## config.mk

```make
export PLATFORM = sky130hd
export DESIGN_NAME = fifo_read_logic
export DESIGN_NICKNAME = d
export VERILOG_FILES = /design/src/rtl/fifo_read_logic.sv
export SDC_FILE = /design/constraint.sdc
export NUM_CORES = 1
export LEC_CHECK = 0
export CAP_MARGIN = 0
export CORE_ASPECT_RATIO = 0.75
export CORE_MARGIN = 3
export CORE_UTILIZATION = 50
export DETAILED_ROUTE_END_ITERATION = 10
export GPL_TIMING_DRIVEN = 0
export PLACE_DENSITY_LB_ADDON = 0.1
export RECOVER_POWER = 100
export SYNTH_ARGS = -nofsm -noshare
export SYNTH_HDL_FRONTEND = slang
export SYNTH_SLANG_ARGS = --single-unit
```

## constraint.sdc

```tcl
create_clock -name clk -period 4.8 [get_ports clk]
set_input_delay 0.72 -clock clk [delete_from_list [all_inputs] [get_ports clk]]
set_output_delay 0.72 -clock clk [all_outputs]
set_load 0.01 [all_outputs]
```

## src/rtl/fifo_read_logic.sv

```systemverilog
// FIFO read-side controller: read pointer, occupancy count, registered read data
// with one-cycle latency, occupancy flags and a sticky underflow flag.
module fifo_read_logic #(
    parameter int MEM_SIZE     = 4,
    parameter int WORD_SIZE    = 6,
    parameter int PTR_L        = 5,
    parameter int ALMOST_EMPTY = 1,
    parameter int ALMOST_FULL  = 3
) (
    input  logic                 clk,
    input  logic                 reset_L,
    input  logic                 fifo_rd,
    input  logic                 push,
    input  logic [WORD_SIZE-1:0] mem_data,
    output logic [PTR_L-1:0]     rd_ptr,
    output logic                 pop,
    output logic [WORD_SIZE-1:0] data_out,
    output logic                 valid_out,
    output logic                 fifo_empty,
    output logic                 fifo_full,
    output logic                 fifo_almost_empty,
    output logic                 fifo_almost_full,
    output logic                 err_underflow
);

    localparam logic [PTR_L-1:0] CNT_MAX  = PTR_L'(MEM_SIZE);
    localparam logic [PTR_L-1:0] PTR_LAST = PTR_L'(MEM_SIZE - 1);
    localparam logic [PTR_L-1:0] AE_LVL   = PTR_L'(ALMOST_EMPTY);
    localparam logic [PTR_L-1:0] AF_LVL   = PTR_L'(ALMOST_FULL);

    logic [PTR_L-1:0]     count_p0;
    logic [PTR_L-1:0]     rd_ptr_p0;
    logic [WORD_SIZE-1:0] data_p1;
    logic                 vld_p1;
    logic                 err_p0;

    // Occupancy update: a push into a full FIFO is dropped, a simultaneous
    // push and pop cancel out.
    function automatic logic [PTR_L-1:0] sat_count(input logic [PTR_L-1:0] cnt,
                                                   input logic inc,
                                                   input logic dec);
        if (inc && !dec)
            return (cnt == CNT_MAX) ? cnt : cnt + PTR_L'(1);
        if (dec && !inc)
            return (cnt == '0) ? cnt : cnt - PTR_L'(1);
        return cnt;
    endfunction

    function automatic logic [PTR_L-1:0] wrap_inc(input logic [PTR_L-1:0] ptr);
        return (ptr == PTR_LAST) ? '0 : ptr + PTR_L'(1);
    endfunction

    assign fifo_empty        = (count_p0 == '0);
    assign fifo_full         = (count_p0 == CNT_MAX);
    assign fifo_almost_empty = (count_p0 <= AE_LVL);
    assign fifo_almost_full  = (count_p0 >= AF_LVL);

    assign pop = reset_L & fifo_rd & ~fifo_empty;

    // p0 -> p1: read data captured on pop, valid follows one cycle later
    always_ff @(posedge clk or negedge reset_L) begin
        if (!reset_L) begin
            count_p0  <= '0;
            rd_ptr_p0 <= '0;
            data_p1   <= '0;
            vld_p1    <= 1'b0;
            err_p0    <= 1'b0;
        end else begin
            count_p0 <= sat_count(count_p0, push, pop);
            vld_p1   <= pop;
            if (pop) begin
                rd_ptr_p0 <= wrap_inc(rd_ptr_p0);
                data_p1   <= mem_data;
            end
            if (fifo_rd && fifo_empty)
                err_p0 <= 1'b1;
        end
    end

    assign rd_ptr        = rd_ptr_p0;
    assign data_out      = data_p1;
    assign valid_out     = vld_p1;
    assign err_underflow = err_p0;

endmodule

```

Word level (Yosys, flattened, before mapping)
Index checks and enable logic that the tools add are counted.

operators by class
  equal/unequal tests = 3
  mux-type cells = 10
  magnitude comparators = 2
  reduce and logical (&&, ||, !) cells = 8
  $add $sub $neg = 3
  bitwise logic cells = 3

operator list
  operator             count
  $mux 5               7
  $add 5x1->5 const B  2
  $eq 5x2->1 const B   1
  $eq 5x3->1 const B   1
  $ge 5x2->1 const B   1
  $le 5x1->1 const B   1
  $logic_not 5->1      1
  $sub 5x1->5 const B  1
  $logic_and 1x1->1    3
  $mux 1               3
  $ne 3x3->1 const B   1
  $and 1x1->1          2
  $logic_not 1->1      2
  $reduce_and 2->1     1
  $reduce_bool 2->1    1
  $not 1->1            1

word-level totals
  flip-flop bits (word level) = 18
  input bits = 10
  word-level logic and storage cells = 34
  output and inout bits = 18

Longest topological paths before layout
  word-level depth = 9
  gate-level depth with buffers = 9
  mapped depth without buffers = 7

Worst setup path after synthesis
No wires, ideal clock.

  path kind = reg-to-output
  start point = register count_p0[0]
  end point = output pop
  data arrival time = 1.516 ns
  path buffers = 2
  required time = 4.080 ns
  stages on the path, launching flop included = 8
  slack = 2.564 ns
  cells stage by stage = dfrtp_1 > inv_1 > ha_1 > nor4b_4 > or2_1 > buf_6 > inv_4 > buf_2

between the ends
  cells in the longest elaborated chain, start to end = 3

RTL lines
  item                      RTL line  text
  start: declaration        31        logic [PTR_L-1:0] count_p0;
  start signal: assignment  69        count_p0 <= sat_count(count_p0, push, pop);
  $logic_not 5->1           53        assign fifo_empty = (count_p0 == '0);
  net fifo_empty            19        output logic fifo_empty,
  $not 1->1                 58        assign pop = reset_L & fifo_rd & ~fifo_empty;
  $and 1x1->1               58
  end: declaration          16        output logic pop,

The timed path passes the listed nets, and every way through them passes these cells.

Final worst setup path
  start point = input reset_L
  end point = output pop

between the ends
  cells in the longest elaborated chain, start to end = 2

RTL lines
  item                       RTL line  text
  start: declaration         11        input logic reset_L,
  $and 1x1->1 (2 in series)  58

Every way passes these cells.

==> results by group <==
Critical path
  • Crit path DAT: 3.57 ns
  • Critical-path cell list: dlygate4sd3_1 -> nand2_1 -> or2_0 -> clkbuf_1 -> inv_4 -> buf_2 -> dlygate4sd3_1
  • Worst EP required: 4.08 ns
  • Setup CP Type: input port to primary output
  • Reg-to-Reg End: count_p0[1]$_DFFE_PN0P_
  • Worst-path fanout max: 19
  • Crit path launch type: input port
  • Worst Path Buf+Inv: 5
  • Slowest cell on crit path: dlygate4sd3_1
  • Crit path max-delay family: buffers and inverters
  • Worst setup EP type: primary output
  • Register-to-Register Path Depth: 9
  • Biggest cell delay along the critical path: 1.11 ns
  • Worst r2r src: count_p0[1]$_DFFE_PN0P_
  • Setup slack, reg-to-reg: 2.05 ns
  • Crit-path most repeated cell: dlygate4sd3_1

CTS
  • Clk sinks: 18
  • Clock latency at the later pin of the worst-skew pair: approximately 0.30 ns
  • CTS H-tree lvls: 1
  • Post_cts resized: 0
  • CTS tree: done
  • CTS Root Cell: clkbuf_4
  • Post-CTS setup buffers: 0
  • CTS Hold Bufs: 0
  • Clk buf depth: 2
  • CTS buffer count: 3
  • Clock slew at reported path FFs: 0.10 ns

Global route
  • GRT met3 Usage: 7.29%
  • Grt ovf: 0
  • Largest net degree at the start of global routing: 20
  • Number of global-route vias before repair: a little under 900
  • Initial antenna violation count: 0
  • GR met1 Demand/Resource: 27.6%
  • All-Layer GR Usage: 21.4%
  • Most used routing layer: met2
  • First-pass GRT wire length: 4.06 mm
  • Met2 usage: a little over a third

Detailed routing
  • Detailed-route via count: roughly 890
  • First drt pass iteration count: 4
  • Routed len/inst: 15.1 um
  • DR iter-0 viols: 29
  • Final ANT Viol Nets: 0
  • Via density: 5.70
  • Residual DRC: 0
  • WL final: 2.36 mm

Final layout
  • Multi-input logic area: 464 um2
  • Fill cells: about 150
  • Post-route cell area: 1290 um2
  • Antenna diode count: 0
  • Register area: 450 um2
  • Nets: 150
  • Layout cell share with drive strength beyond 1: 6.72%
  • Most frequent cells in the layout: nand2_1, dlygate4sd3_1, dfrtp_1
  • Commonest non-fill, non-tap cell in the layout: nand2_1
  • Area growth from synthesis to layout: 31.7%

Power
  • Final Power: 0.000627 W
  • Worst VDD drop: 362 uV
  • Leak pwr: ~0.59 nW
  • PD cells: 484 nW/um2

Synthesis
  • Cells after Synth: 103
  • Yosys warns: 0
  • Mux cell area share after synthesis: roughly 1.1%
  • Syn avg cell area: 9.55 um2
  • Largest family of logic cells by synthesized area: simple AND/OR/NAND/NOR gates
  • Seq/Total Area, Yosys: a little under half
  • Distinct cells, synth: 36
  • Synthesized area: 983 um2
  • Synth Area in XOR/XNOR: between 3 and 4%
  • Post-Synth Simple-Gate Area: 26.1%
  • #FFs+latches synth: 18
  • Post-synthesis adder-cell area fraction: 6.36%
  • Net count after synthesis: 118
  • Post-synthesis compound-gate area fraction: about 12%

STA
  • Max Slew Vio Count: 0
  • Setup WS post-layout: 0.515 ns
  • Hold Violations, Final: 0
  • Tcrit/Tclk final: 89.3%
  • Final setup fails: 0
  • RSZ-0062 raised after global routing: false
  • Max Clock Freq: between 200 and 250 MHz
  • Setup Skew: 0.00830 ns
  • Setup_tns: 0 ns
  • Worst slew pin tran: 0.965 ns
  • Rel. slew slack: around a third
  • Min Tclk post-route: around 4.3 ns

Floorplan
  • Starting Density: 55.0%
  • Core ar.: roughly 1800 um2
  • Die H: 44.4 um
  • Cell row count: 13
  • Total die area: 2540 um2
  • Die width: 57.2 um
  • Top Ports: 28

Placed design
  • GP Congestion: 0.894
  • Port bufs: 27
  • DP Wirelength: 1.74 mm
  • Pre-CTS setup slack: 0.672 ns
  • Placed Area: between 1000 and 1500 um2

Hold path
  • Worst hold path class: flip-flop to flip-flop
  • Worst Hold End: err_underflow$_DFFE_PN0P_
  • Cell depth of the worst hold path: 1
  • Hold wc startpoint: err_underflow$_DFFE_PN0P_

Run
  • Max Cap Viol: 0

Run status
  • Outcome: finished clean
area by class of cell:
type,instances,area share (%)
Multi-Input combinational cell,76,35.8
Tap cell,22,2.13
Timing Repair Buffer,27,20.9
Inverter,4,1.35
Clock buffer,4,2.80
Buffer,5,2.22
Sequential cell,18,34.8
flip-flops by register name, indices dropped and copies added (netlist names):
| register | count |
|---|---|
| valid_out | 1 |
| count_p0 | 5 |
| rd_ptr | 5 |
| err_underflow | 1 |
| data_out | 6 |
metrics by stage:
step,instances,hold slack (ns),util [%]
after floorplan,103,0.424,-
after global placement,152,0.440,71.6
after global routing,156,0.509,72.4
final,156,0.484,72.4
after detailed placement,152,0.465,71.6
after CTS,156,0.494,73.6
per-layer routing:
| layer | vias up | wire, um |
|---|---|---|
| met5 | - | 0 |
| met4 | 0 | 12 |
| met3 | 2 | 136 |
| met2 | 34 | 1190 |
| met1 | 429 | 1030 |
| li1 | 424 | - |
how the worst max path moves through the flow:
stage                       startpoint  end  slack, ns  cells past startpoint
2_1_floorplan  count_p0[0]$_DFFE_PN0P_  pop       2.56                      7
3_3_place_gp                   reset_L  pop       0.69                      7
3_5_place_dp                   reset_L  pop       0.67                      7
4_1_cts                        reset_L  pop       0.67                      7
5_1_grt                        reset_L  pop       0.29                      7
6_report                       reset_L  pop       0.51                      7
logic make-up (layout without fill, tap and decap cells):
kind of cell	count (synthesis)	count (layout)
and+or+nand+nor	50	50
xor gates and xnor gates	4	4
adders and majority gates	5	5
DFF	18	18
AOI/OAI and AO/OA	16	16
buffers and inverters	9	40
muxes	1	1
cells in the mapped netlist, drive strengths merged:
cell    instances  area, um2
a211oi          1       7.51
a21o            1       7.51
a21oi           2       10.0
a22oi           2       15.0
a311o           1       10.0
a311oi          1       8.76
and2            1       6.26
buf             4       32.5
clkbuf          1       3.75
dfrtp          18        450
ha              5       62.6
inv             4       17.5
mux2            1       11.3
nand2          26       97.6
nand3           2       10.0
nand3b          1       7.51
nand4           3       18.8
nand4b          1       8.76
nor2            5       18.8
nor2b           1       6.26
nor3            3       15.0
nor3b           2       15.0
nor4b           2       32.5
o211ai          2       15.0
o21a            1       7.51
o21ai           2       10.0
o21bai          1       7.51
o221ai          1       8.76
o22ai           1       6.26
or2             1       6.26
or3             1       6.26
or4             1       7.51
xnor2           4       35.0
worst register-to-register path, stage by stage (launching register included):
cell,delay [ns]
dfrtp_1,0.47
inv_1,0.13
ha_1,0.18
nor4b_1,0.79
or2_0,0.20
clkbuf_1,0.27
inv_4,0.10
buf_2,0.20
o211ai_1,0.18
o211ai_1,0.11
where the power goes:
| part | internal, W | switching (W) |
|---|---|---|
| clock | 0.0000463 | 0.0000493 |
| sequential | 0.000198 | 0.0000499 |
| combinational | 0.000140 | 0.000143 |
Power figures use the tool's default switching activity.
